--- src/rtl/mem_arbiter_pkg.sv ---
// Shared types for the fetch/LSU memory arbiter.
package mem_arbiter_pkg;

  typedef enum logic [1:0] {
    OWN_NONE = 2'd0,
    OWN_IF   = 2'd1,
    OWN_LS   = 2'd2
  } owner_e;

endpackage

--- src/rtl/mem_arbiter_if.sv ---
// Request, response and memory-side signals of the arbiter, grouped for binding.
interface mem_arbiter_if #(
  parameter int DW    = 32,
  parameter int MASKW = DW / 8
);

  // Handshake: a requester raises req with its payload and holds them all stable
  // until gnt is seen in the same cycle; gnt is combinational and means accepted.
  // rvalid follows exactly one cycle after gnt and is never back-pressured.
  logic             if_req_i;
  logic [DW-1:0]    if_addr_i;
  logic             if_gnt_o;
  logic             if_rvalid_o;
  logic [DW-1:0]    if_rdata_o;

  logic             ls_req_i;
  logic             ls_we_i;
  logic [DW-1:0]    ls_addr_i;
  logic [DW-1:0]    ls_wdata_i;
  logic [MASKW-1:0] ls_mask_i;
  logic             ls_gnt_o;
  logic             ls_rvalid_o;
  logic [DW-1:0]    ls_rdata_o;

  logic             stall_if_o;
  logic             stall_ls_o;

  logic             mem_req_o;
  logic             mem_we_o;
  logic [DW-1:0]    mem_addr_o;
  logic [DW-1:0]    mem_wdata_o;
  logic [MASKW-1:0] mem_mask_o;
  logic [DW-1:0]    mem_rdata_i;

  modport slave (
    input  if_req_i, if_addr_i,
    output if_gnt_o, if_rvalid_o, if_rdata_o,
    input  ls_req_i, ls_we_i, ls_addr_i, ls_wdata_i, ls_mask_i,
    output ls_gnt_o, ls_rvalid_o, ls_rdata_o,
    output stall_if_o, stall_ls_o,
    output mem_req_o, mem_we_o, mem_addr_o, mem_wdata_o, mem_mask_o,
    input  mem_rdata_i
  );

  modport master (
    output if_req_i, if_addr_i,
    input  if_gnt_o, if_rvalid_o, if_rdata_o,
    output ls_req_i, ls_we_i, ls_addr_i, ls_wdata_i, ls_mask_i,
    input  ls_gnt_o, ls_rvalid_o, ls_rdata_o,
    input  stall_if_o, stall_ls_o,
    input  mem_req_o, mem_we_o, mem_addr_o, mem_wdata_o, mem_mask_o,
    output mem_rdata_i
  );

endinterface

--- src/rtl/arb_starve_cnt.sv ---
// Saturating counter of consecutive LSU-over-fetch wins; sat forces fetch through.
module arb_starve_cnt #(
  parameter int STARVE_MAX = 3
) (
  input  logic                              clk_i,
  input  logic                              rst_i,
  input  logic                              inc,
  input  logic                              clr,
  output logic                              sat,
  output logic [$clog2(STARVE_MAX+1)-1:0]   cnt
);

  localparam int CW = $clog2(STARVE_MAX + 1);

  assign sat = (cnt == CW'(STARVE_MAX));

  always_ff @(posedge clk_i) begin
    if (rst_i || clr) begin
      cnt <= '0;
    end else if (inc && !sat) begin
      cnt <= cnt + CW'(1);
    end
  end

endmodule

--- src/rtl/mem_arbiter.sv ---
// Single-port memory arbiter: LSU priority with a fetch starvation guard,
// zero-latency grant and one-cycle response routing by registered owner.
module mem_arbiter
  import mem_arbiter_pkg::*;
#(
  parameter int DW         = 32,
  parameter int MASKW      = DW / 8,
  parameter int STARVE_MAX = 3
) (
  input  logic                             clk_i,
  input  logic                             rst_i,
  mem_arbiter_if.slave                     bus,
  output owner_e                           dbg_owner,
  output logic [$clog2(STARVE_MAX+1)-1:0]  dbg_starve_cnt
);

  localparam int CW = $clog2(STARVE_MAX + 1);

  owner_e          owner_q;
  logic            sat;
  logic            if_win;
  logic            ls_win;
  logic            if_gnt;
  logic            ls_gnt;
  logic [CW-1:0]   starve_cnt;

  // Fetch wins alone, or against the LSU once it has been passed over STARVE_MAX times.
  assign if_win = bus.if_req_i & (~bus.ls_req_i | sat);
  assign ls_win = bus.ls_req_i & ~if_win;
  assign if_gnt = if_win & ~rst_i;
  assign ls_gnt = ls_win & ~rst_i;

  arb_starve_cnt #(
    .STARVE_MAX (STARVE_MAX)
  ) u_starve (
    .clk_i (clk_i),
    .rst_i (rst_i),
    .inc   (bus.if_req_i & ls_gnt),
    .clr   (if_gnt | ~bus.if_req_i),
    .sat   (sat),
    .cnt   (starve_cnt)
  );

  assign bus.if_gnt_o   = if_gnt;
  assign bus.ls_gnt_o   = ls_gnt;
  assign bus.stall_if_o = bus.if_req_i & ~if_gnt & ~rst_i;
  assign bus.stall_ls_o = bus.ls_req_i & ~ls_gnt & ~rst_i;

  always_comb begin
    bus.mem_req_o   = if_gnt | ls_gnt;
    bus.mem_we_o    = 1'b0;
    bus.mem_addr_o  = {DW{1'b0}};
    bus.mem_wdata_o = {DW{1'b0}};
    bus.mem_mask_o  = {MASKW{1'b0}};
    if (ls_gnt) begin
      bus.mem_we_o    = bus.ls_we_i;
      bus.mem_addr_o  = bus.ls_addr_i;
      bus.mem_wdata_o = bus.ls_wdata_i;
      bus.mem_mask_o  = bus.ls_mask_i;
    end else if (if_gnt) begin
      bus.mem_addr_o  = bus.if_addr_i;
    end
  end

  // Owner of the access whose data returns this cycle; reset drops any in-flight response.
  always_ff @(posedge clk_i) begin
    if (rst_i) begin
      owner_q <= OWN_NONE;
    end else if (if_gnt) begin
      owner_q <= OWN_IF;
    end else if (ls_gnt) begin
      owner_q <= OWN_LS;
    end else begin
      owner_q <= OWN_NONE;
    end
  end

  assign bus.if_rvalid_o = (owner_q == OWN_IF);
  assign bus.ls_rvalid_o = (owner_q == OWN_LS);
  assign bus.if_rdata_o  = bus.if_rvalid_o ? bus.mem_rdata_i : {DW{1'b0}};
  assign bus.ls_rdata_o  = bus.ls_rvalid_o ? bus.mem_rdata_i : {DW{1'b0}};

  assign dbg_owner      = owner_q;
  assign dbg_starve_cnt = starve_cnt;

endmodule

--- src/flat_wrapper.sv ---
// flat-port wrapper written by rule: the top's interface ports become plain ports
module mem_arbiter_flat import mem_arbiter_pkg::*;
#(
  parameter int DW         = 32,
  parameter int MASKW      = DW / 8,
  parameter int STARVE_MAX = 3
)
  (clk_i, rst_i, dbg_owner, dbg_starve_cnt, bus_if_req_i, bus_if_addr_i, bus_if_gnt_o, bus_if_rvalid_o, bus_if_rdata_o, bus_ls_req_i, bus_ls_we_i, bus_ls_addr_i, bus_ls_wdata_i, bus_ls_mask_i, bus_ls_gnt_o, bus_ls_rvalid_o, bus_ls_rdata_o, bus_stall_if_o, bus_stall_ls_o, bus_mem_req_o, bus_mem_we_o, bus_mem_addr_o, bus_mem_wdata_o, bus_mem_mask_o, bus_mem_rdata_i);
  mem_arbiter_if #(.DW(DW), .MASKW(MASKW)) bus_i ();
  input  logic clk_i;
  input  logic rst_i;
  output owner_e dbg_owner;
  output logic [$clog2(STARVE_MAX+1)-1:0] dbg_starve_cnt;
  input wire logic [$bits(bus_i.if_req_i)-1:0] bus_if_req_i;
  input wire logic [$bits(bus_i.if_addr_i)-1:0] bus_if_addr_i;
  output wire logic [$bits(bus_i.if_gnt_o)-1:0] bus_if_gnt_o;
  output wire logic [$bits(bus_i.if_rvalid_o)-1:0] bus_if_rvalid_o;
  output wire logic [$bits(bus_i.if_rdata_o)-1:0] bus_if_rdata_o;
  input wire logic [$bits(bus_i.ls_req_i)-1:0] bus_ls_req_i;
  input wire logic [$bits(bus_i.ls_we_i)-1:0] bus_ls_we_i;
  input wire logic [$bits(bus_i.ls_addr_i)-1:0] bus_ls_addr_i;
  input wire logic [$bits(bus_i.ls_wdata_i)-1:0] bus_ls_wdata_i;
  input wire logic [$bits(bus_i.ls_mask_i)-1:0] bus_ls_mask_i;
  output wire logic [$bits(bus_i.ls_gnt_o)-1:0] bus_ls_gnt_o;
  output wire logic [$bits(bus_i.ls_rvalid_o)-1:0] bus_ls_rvalid_o;
  output wire logic [$bits(bus_i.ls_rdata_o)-1:0] bus_ls_rdata_o;
  output wire logic [$bits(bus_i.stall_if_o)-1:0] bus_stall_if_o;
  output wire logic [$bits(bus_i.stall_ls_o)-1:0] bus_stall_ls_o;
  output wire logic [$bits(bus_i.mem_req_o)-1:0] bus_mem_req_o;
  output wire logic [$bits(bus_i.mem_we_o)-1:0] bus_mem_we_o;
  output wire logic [$bits(bus_i.mem_addr_o)-1:0] bus_mem_addr_o;
  output wire logic [$bits(bus_i.mem_wdata_o)-1:0] bus_mem_wdata_o;
  output wire logic [$bits(bus_i.mem_mask_o)-1:0] bus_mem_mask_o;
  input wire logic [$bits(bus_i.mem_rdata_i)-1:0] bus_mem_rdata_i;
  assign bus_i.if_req_i = bus_if_req_i;
  assign bus_i.if_addr_i = bus_if_addr_i;
  assign bus_if_gnt_o = bus_i.if_gnt_o;
  assign bus_if_rvalid_o = bus_i.if_rvalid_o;
  assign bus_if_rdata_o = bus_i.if_rdata_o;
  assign bus_i.ls_req_i = bus_ls_req_i;
  assign bus_i.ls_we_i = bus_ls_we_i;
  assign bus_i.ls_addr_i = bus_ls_addr_i;
  assign bus_i.ls_wdata_i = bus_ls_wdata_i;
  assign bus_i.ls_mask_i = bus_ls_mask_i;
  assign bus_ls_gnt_o = bus_i.ls_gnt_o;
  assign bus_ls_rvalid_o = bus_i.ls_rvalid_o;
  assign bus_ls_rdata_o = bus_i.ls_rdata_o;
  assign bus_stall_if_o = bus_i.stall_if_o;
  assign bus_stall_ls_o = bus_i.stall_ls_o;
  assign bus_mem_req_o = bus_i.mem_req_o;
  assign bus_mem_we_o = bus_i.mem_we_o;
  assign bus_mem_addr_o = bus_i.mem_addr_o;
  assign bus_mem_wdata_o = bus_i.mem_wdata_o;
  assign bus_mem_mask_o = bus_i.mem_mask_o;
  assign bus_i.mem_rdata_i = bus_mem_rdata_i;
  mem_arbiter #(.DW(DW), .MASKW(MASKW), .STARVE_MAX(STARVE_MAX)) u_core (.clk_i(clk_i), .rst_i(rst_i), .bus(bus_i), .dbg_owner(dbg_owner), .dbg_starve_cnt(dbg_starve_cnt));
endmodule
--- config.mk ---
export PLATFORM = sky130hd
export DESIGN_NAME = mem_arbiter_flat
export DESIGN_NICKNAME = d
export VERILOG_FILES = /design/src/rtl/mem_arbiter_pkg.sv /design/src/rtl/mem_arbiter_if.sv /design/src/rtl/arb_starve_cnt.sv /design/src/rtl/mem_arbiter.sv /design/src/flat_wrapper.sv
export SDC_FILE = /design/constraint.sdc
export NUM_CORES = 1
export LEC_CHECK = 0
export CAP_MARGIN = 20
export CORE_AREA = 2 2 108 110
export CTS_CLUSTER_SIZE = 16
export DETAILED_ROUTE_END_ITERATION = 10
export DIE_AREA = 0 0 110 112
export PLACE_DENSITY = 0.55
export SYNTH_ARGS = -nofsm -noshare
export SYNTH_HDL_FRONTEND = slang
export SYNTH_SLANG_ARGS = --single-unit
--- constraint.sdc ---
create_clock -name clk_i -period 1.8 [get_ports clk_i]
set_input_delay 0.18 -clock clk_i [delete_from_list [all_inputs] [get_ports clk_i]]
set_output_delay 0.18 -clock clk_i [all_outputs]
set_load 0.005 [all_outputs]
Yosys cells after proc, flatten, opt, wreduce, memory -nomap -nowiden

Index checks and enable logic that the tools add are counted.

Flip-flop bits (word level): 4
Input port bits: 137
Word-level logic and storage cells: 38

Add/sub/neg operators: 1
Equal/unequal tests: 3
Multiplexer cells: 9
Bitwise logic cells: 18
Reduce and logical (&&, ||, !) cells: 4

Operators by type and width:

| cell                  | number |
|---|---|
| $mux W32              | 5 |
| $and A1 B1 Y1         | 9 |
| $not A1 Y1            | 6 |
| $eq A2 B2 Y1 const B  | 2 |
| $mux W4               | 1 |
| $or A1 B1 Y1          | 3 |
| $add A2 B1 Y2 const B | 1 |
| $eq A2 B1 Y1 const B  | 1 |
| $mux W1               | 2 |
| $mux W2               | 1 |
| $reduce_or A2 Y1      | 1 |
| $logic_and A1 B1 Y1   | 1 |
| $logic_not A1 Y1      | 1 |
| $logic_or A1 B1 Y1    | 1 |

Longest topological paths before layout

Depth in word-level cells: 9
Mapped depth: 6

Hierarchy

A second synthesis with hierarchy kept.

Cells, all modules: 257
Area total of the unflattened synthesis: 2040.7 um^2

By module, submodules not included:

| module         | times used | cells an instance | area an instance (um^2) |
|---|---|---|---|
| mem_arbiter    | 1          | 249               | 1935.6 |
| arb_starve_cnt | 1          | 8                 | 105.1 |

Worst setup path before layout

Ideal clock, no wire load.

Path type: flip-flop to output port
Start point: reg u_core.u_starve.cnt[0]
End point: out bus_mem_addr_o[10]
Arrival: 1.263 ns
Required time: 1.620 ns
Path slack: 0.357 ns
Cell stages (with the launch flop): 7
Path through: dfxtp_1 -> ha_1 -> nand2b_1 -> buf_4 -> buf_4 -> a32oi_1 -> nor2_1

Longest elaborated chain between the ends: 7

RTL lines:

| element                  | RTL line             | text |
|---|---|---|
| start: declaration       | arb_starve_cnt.sv:10 | `output logic [$clog2(STARVE_MAX+1)-1:0] cnt` |
| start signal: assignment | arb_starve_cnt.sv:21 | `cnt <= cnt + CW'(1);` |
| $eq A2 B2 Y1 *           | arb_starve_cnt.sv:15 | `assign sat = (cnt == CW'(STARVE_MAX));` |
| $or A1 B1 Y1 *           | mem_arbiter.sv:28    | `assign if_win = bus.if_req_i & (~bus.ls_req_i \| sat);` |
| $and A1 B1 Y1 *          | mem_arbiter.sv:28    |  |
| $not A1 Y1               | mem_arbiter.sv:29    | `assign ls_win = bus.ls_req_i & ~if_win;` |
| $and A1 B1 Y1            | mem_arbiter.sv:29    |  |
| $and A1 B1 Y1            | mem_arbiter.sv:31    | `assign ls_gnt = ls_win & ~rst_i;` |
| $mux W32 *               | mem_arbiter.sv:55    | `if (ls_gnt) begin` |
| end: declaration         | flat_wrapper.sv:31   | `output wire logic [$bits(bus_i.mem_addr_o)-1:0] bus_mem_addr_o;` |

Every way passes the cells marked *; elsewhere a longest branch is shown, timed or not.

Worst setup path in the final report

Start point: reg u_core.u_starve.cnt[0]
End point: out bus_mem_addr_o[28]

The elaborated chain is that of the path after synthesis.

==> run_results.csv <==
group,metric,value,unit
outcome,run_status,"finished with violations",
outcome,violations,"setup timing",
timing,report.final.slew_viol_count,0,
synthesis,syn_area,1360,sq um
global_route,grt_overflow,0,
die,die-area,12300,sq um
hold_path,hold_path.class,"flop to flop",
timing,layout_setup_ws,-0.0610,ns
timing,slew_headroom,0.791,
placement,io_buffers,280,
clock_network,cts_tree,"yes",
die,ios,281,
global_route,grt_pass1_wl,12800,um
flow_run,maxCapViolCount,0,
routing,routed_wl,10200,um
final_layout,layout_commonest_cell,"clkdlybuf4s50_1",
synthesis,synth_cell_types,17,
routing,dr.pass1.iters,4,
routing,vias,2646,
clock_network,clock-root-buffer,"clkbuf_16",
power_and_ir_drop,power_density,269,nW/um^2
setup_path,startpoint_type,"flop",
setup_path,r2r_cells,6,
routing,wire_per_inst,15.8,um
setup_path,rr_startpoint,"u_core.u_starve.cnt[1]$_SDFFE_PP0P_",
routing,antenna_left,0,
setup_path,r2r_slack,0.55,ns
hold_path,min_to,"u_core.u_starve.cnt[0]$_SDFFE_PP0P_",
setup_path,critPathKind,"flop to output pin",
global_route,grt_max_degree,34,
clock_network,cts_sinks,4,
final_layout,n_fill_cell,1124,
global_route,grt.total_usage,0.135,
synthesis,synth_area_per_cell,6.43,sq um
placement,placed_area,4390,sq um
setup_path,arrival,1.68,ns
timing,setup_viol,5,
timing,clock_skew,0.000461,ns
routing,drt_iter0_drc,81,
clock_network,cts_inserted_buffers,3,
timing,final_hold_viol_count,0,
final_layout,utilization,0.424,
synthesis,post_synth_inst_count,212,
final_layout,final_nets,642,
die,start_util,0.122,
synthesis,synth_nets,350,
timing,rsz0062_at_grt,"true",
clock_network,clock_path_buffers,2,
final_layout,final_cell_area,4740,sq um
clock_network,postCtsHoldBufs,0,
die,rows,39,
timing,period_needed,1.86,ns
placement,hpwl,7800,um
synthesis,synth_seq_area_share,0.0588,
final_layout,antenna_cells,0,
final_layout,multiInputGateArea,1260,sq um
setup_path,crit_path_end_kind,"output pin",
timing,fmax,537,MHz
final_layout,area_growth,248,%
placement,gp_congestion,0.841,
final_layout,register_area,87.6,sq um
setup_path,required,1.62,ns
routing,viasPerCell,4.10,
setup_path,critical_path.max_fanout,9,
timing,min_period_over_period,1.03,
routing,drc,0,
global_route,antenna_found_initial,0,
power_and_ir_drop,vdd_drop_max,0.231,mV
global_route,grt_pass1_vias,2348,
clock_network,clk_pin_slew_worst_paths,0.03,ns
synthesis,ys_warn_count,0,
placement,place_ws,-0.342,ns
clock_network,clk_latency,0.23,ns
hold_path,min_path_cells,2,
timing,worstMarginPinSlew,0.314,ns
timing,hold_ws,0.528,ns
final_layout,layout_common_cells,"clkdlybuf4s50_1, and2_1, nor2_1",
final_layout,drive_gt1_frac,0.187,
setup_path,r2r-end,"u_core.u_starve.cnt[1]$_SDFFE_PP0P_",
clock_network,htree_levels,1,
hold_path,hold_start,"u_core.u_starve.cnt[0]$_SDFFE_PP0P_",
die,core_area,11200,sq um
synthesis,ys_seq_elements,4,
die,chipWidth,110,um
power_and_ir_drop,p_leak,2.62,nW
die,die_h,112,um
==> synth_stat cells <==
| library cell | n | area (sq um) |
|---|---|---|
| nand2b_1 | 2 | 12.5 |
| a211oi_1 | 1 | 7.51 |
| nand2_1 | 1 | 3.75 |
| a21boi_2 | 1 | 11.3 |
| nor3_1 | 1 | 5.00 |
| clkbuf_1 | 12 | 45.0 |
| dfxtp_1 | 4 | 80.1 |
| inv_1 | 1 | 3.75 |
| buf_2 | 6 | 30.0 |
| a32oi_1 | 32 | 280 |
| nor2b_1 | 4 | 25.0 |
| nor2_1 | 36 | 135 |
| buf_6 | 2 | 22.5 |
| a211oi_2 | 1 | 12.5 |
| and2_1 | 102 | 638 |
| buf_4 | 5 | 37.5 |
| ha_1 | 1 | 12.5 |
==> through the flow <==
stage                     TNS [ns]  std cells  power [mW]
after floorplan                  0        212       0.304
after detailed placement    -21.23        627       0.911
final                       -0.217        645        1.28
after global placement      -17.93        627       0.908
after global routing        -0.528        645        1.35
after CTS                   -0.230        635        1.24
==> layer usage <==
layer / vias up / routed length (um) / global-route usage
li1: 1300 / - / -
met1: 1185 / 3490 / 0.132
met2: 157 / 5360 / 0.265
met3: 4 / 1270 / 0.0463
met4: 0 / 72 / 0.0287
met5: - / 0 / 0
==> worst max-delay path by stage <==
stage | startpoint | endpoint | slack, ns | depth (start not counted)
final | u_core.u_starve.cnt[0]$_SDFFE_PP0P_ | bus_mem_addr_o[28] | -0.06 | 7
after detailed placement | bus_ls_req_i | bus_mem_wdata_o[22] | -0.34 | 6
after global routing | u_core.u_starve.cnt[1]$_SDFFE_PP0P_ | bus_mem_addr_o[26] | -0.11 | 7
after global placement | bus_ls_req_i | bus_mem_wdata_o[4] | -0.28 | 6
after floorplan | u_core.u_starve.cnt[0]$_SDFFE_PP0P_ | bus_mem_addr_o[10] | 0.36 | 6
after CTS | u_core.u_starve.cnt[0]$_SDFFE_PP0P_ | bus_mem_addr_o[3] | -0.22 | 6
==> state kept, by name (all words and copies together) (netlist names) <==
| name | cells |
|---|---|
| u_core.dbg_owner | 2 |
| u_core.u_starve.cnt | 2 |
==> report_power, final <==
group | switching [mW] | internal, mW
combinational | 0.275 | 0.556
clock | 0.0651 | 0.284
sequential | 0.00382 | 0.0923
total | 0.344 | 0.933
==> cell type report <==
cell class,count,area share
multi-input cells,182,0.265
clock buffers,3,0.0158
flip-flops and latches,4,0.0185
inverters,1,0.000792
well taps,143,0.0377
repair buffers,312,0.662
==> critical path: stages (launching register included) <==
cell and delay [ns]:
dfxtp_2 0.32, ha_4 0.18, nand2b_4 0.16, buf_6 0.14, buf_6 0.13, a32oi_1 0.18, nor2_1 0.05, dlygate4sd2_1 0.28
==> cells by family (layout without fill, tap and decap cells) <==
kind of cell    Yosys count  after routing  share of synthesized area
flops                     4              4                     0.0588
simple gates            146            146                      0.601
buf+inv                  26            316                      0.102
fa+ha+maj                 1              1                    0.00918
compound gates           35             35                      0.229
==> timing repair <==
item | CTS | global route
pin swaps | 1 | 13
gates cloned | 2 | 6
setup endpoints to repair | 135 | 86
resized for setup | 148 | 118
setup buffers | 3 | 6
No activity file was read; power rests on OpenSTA's default activity.
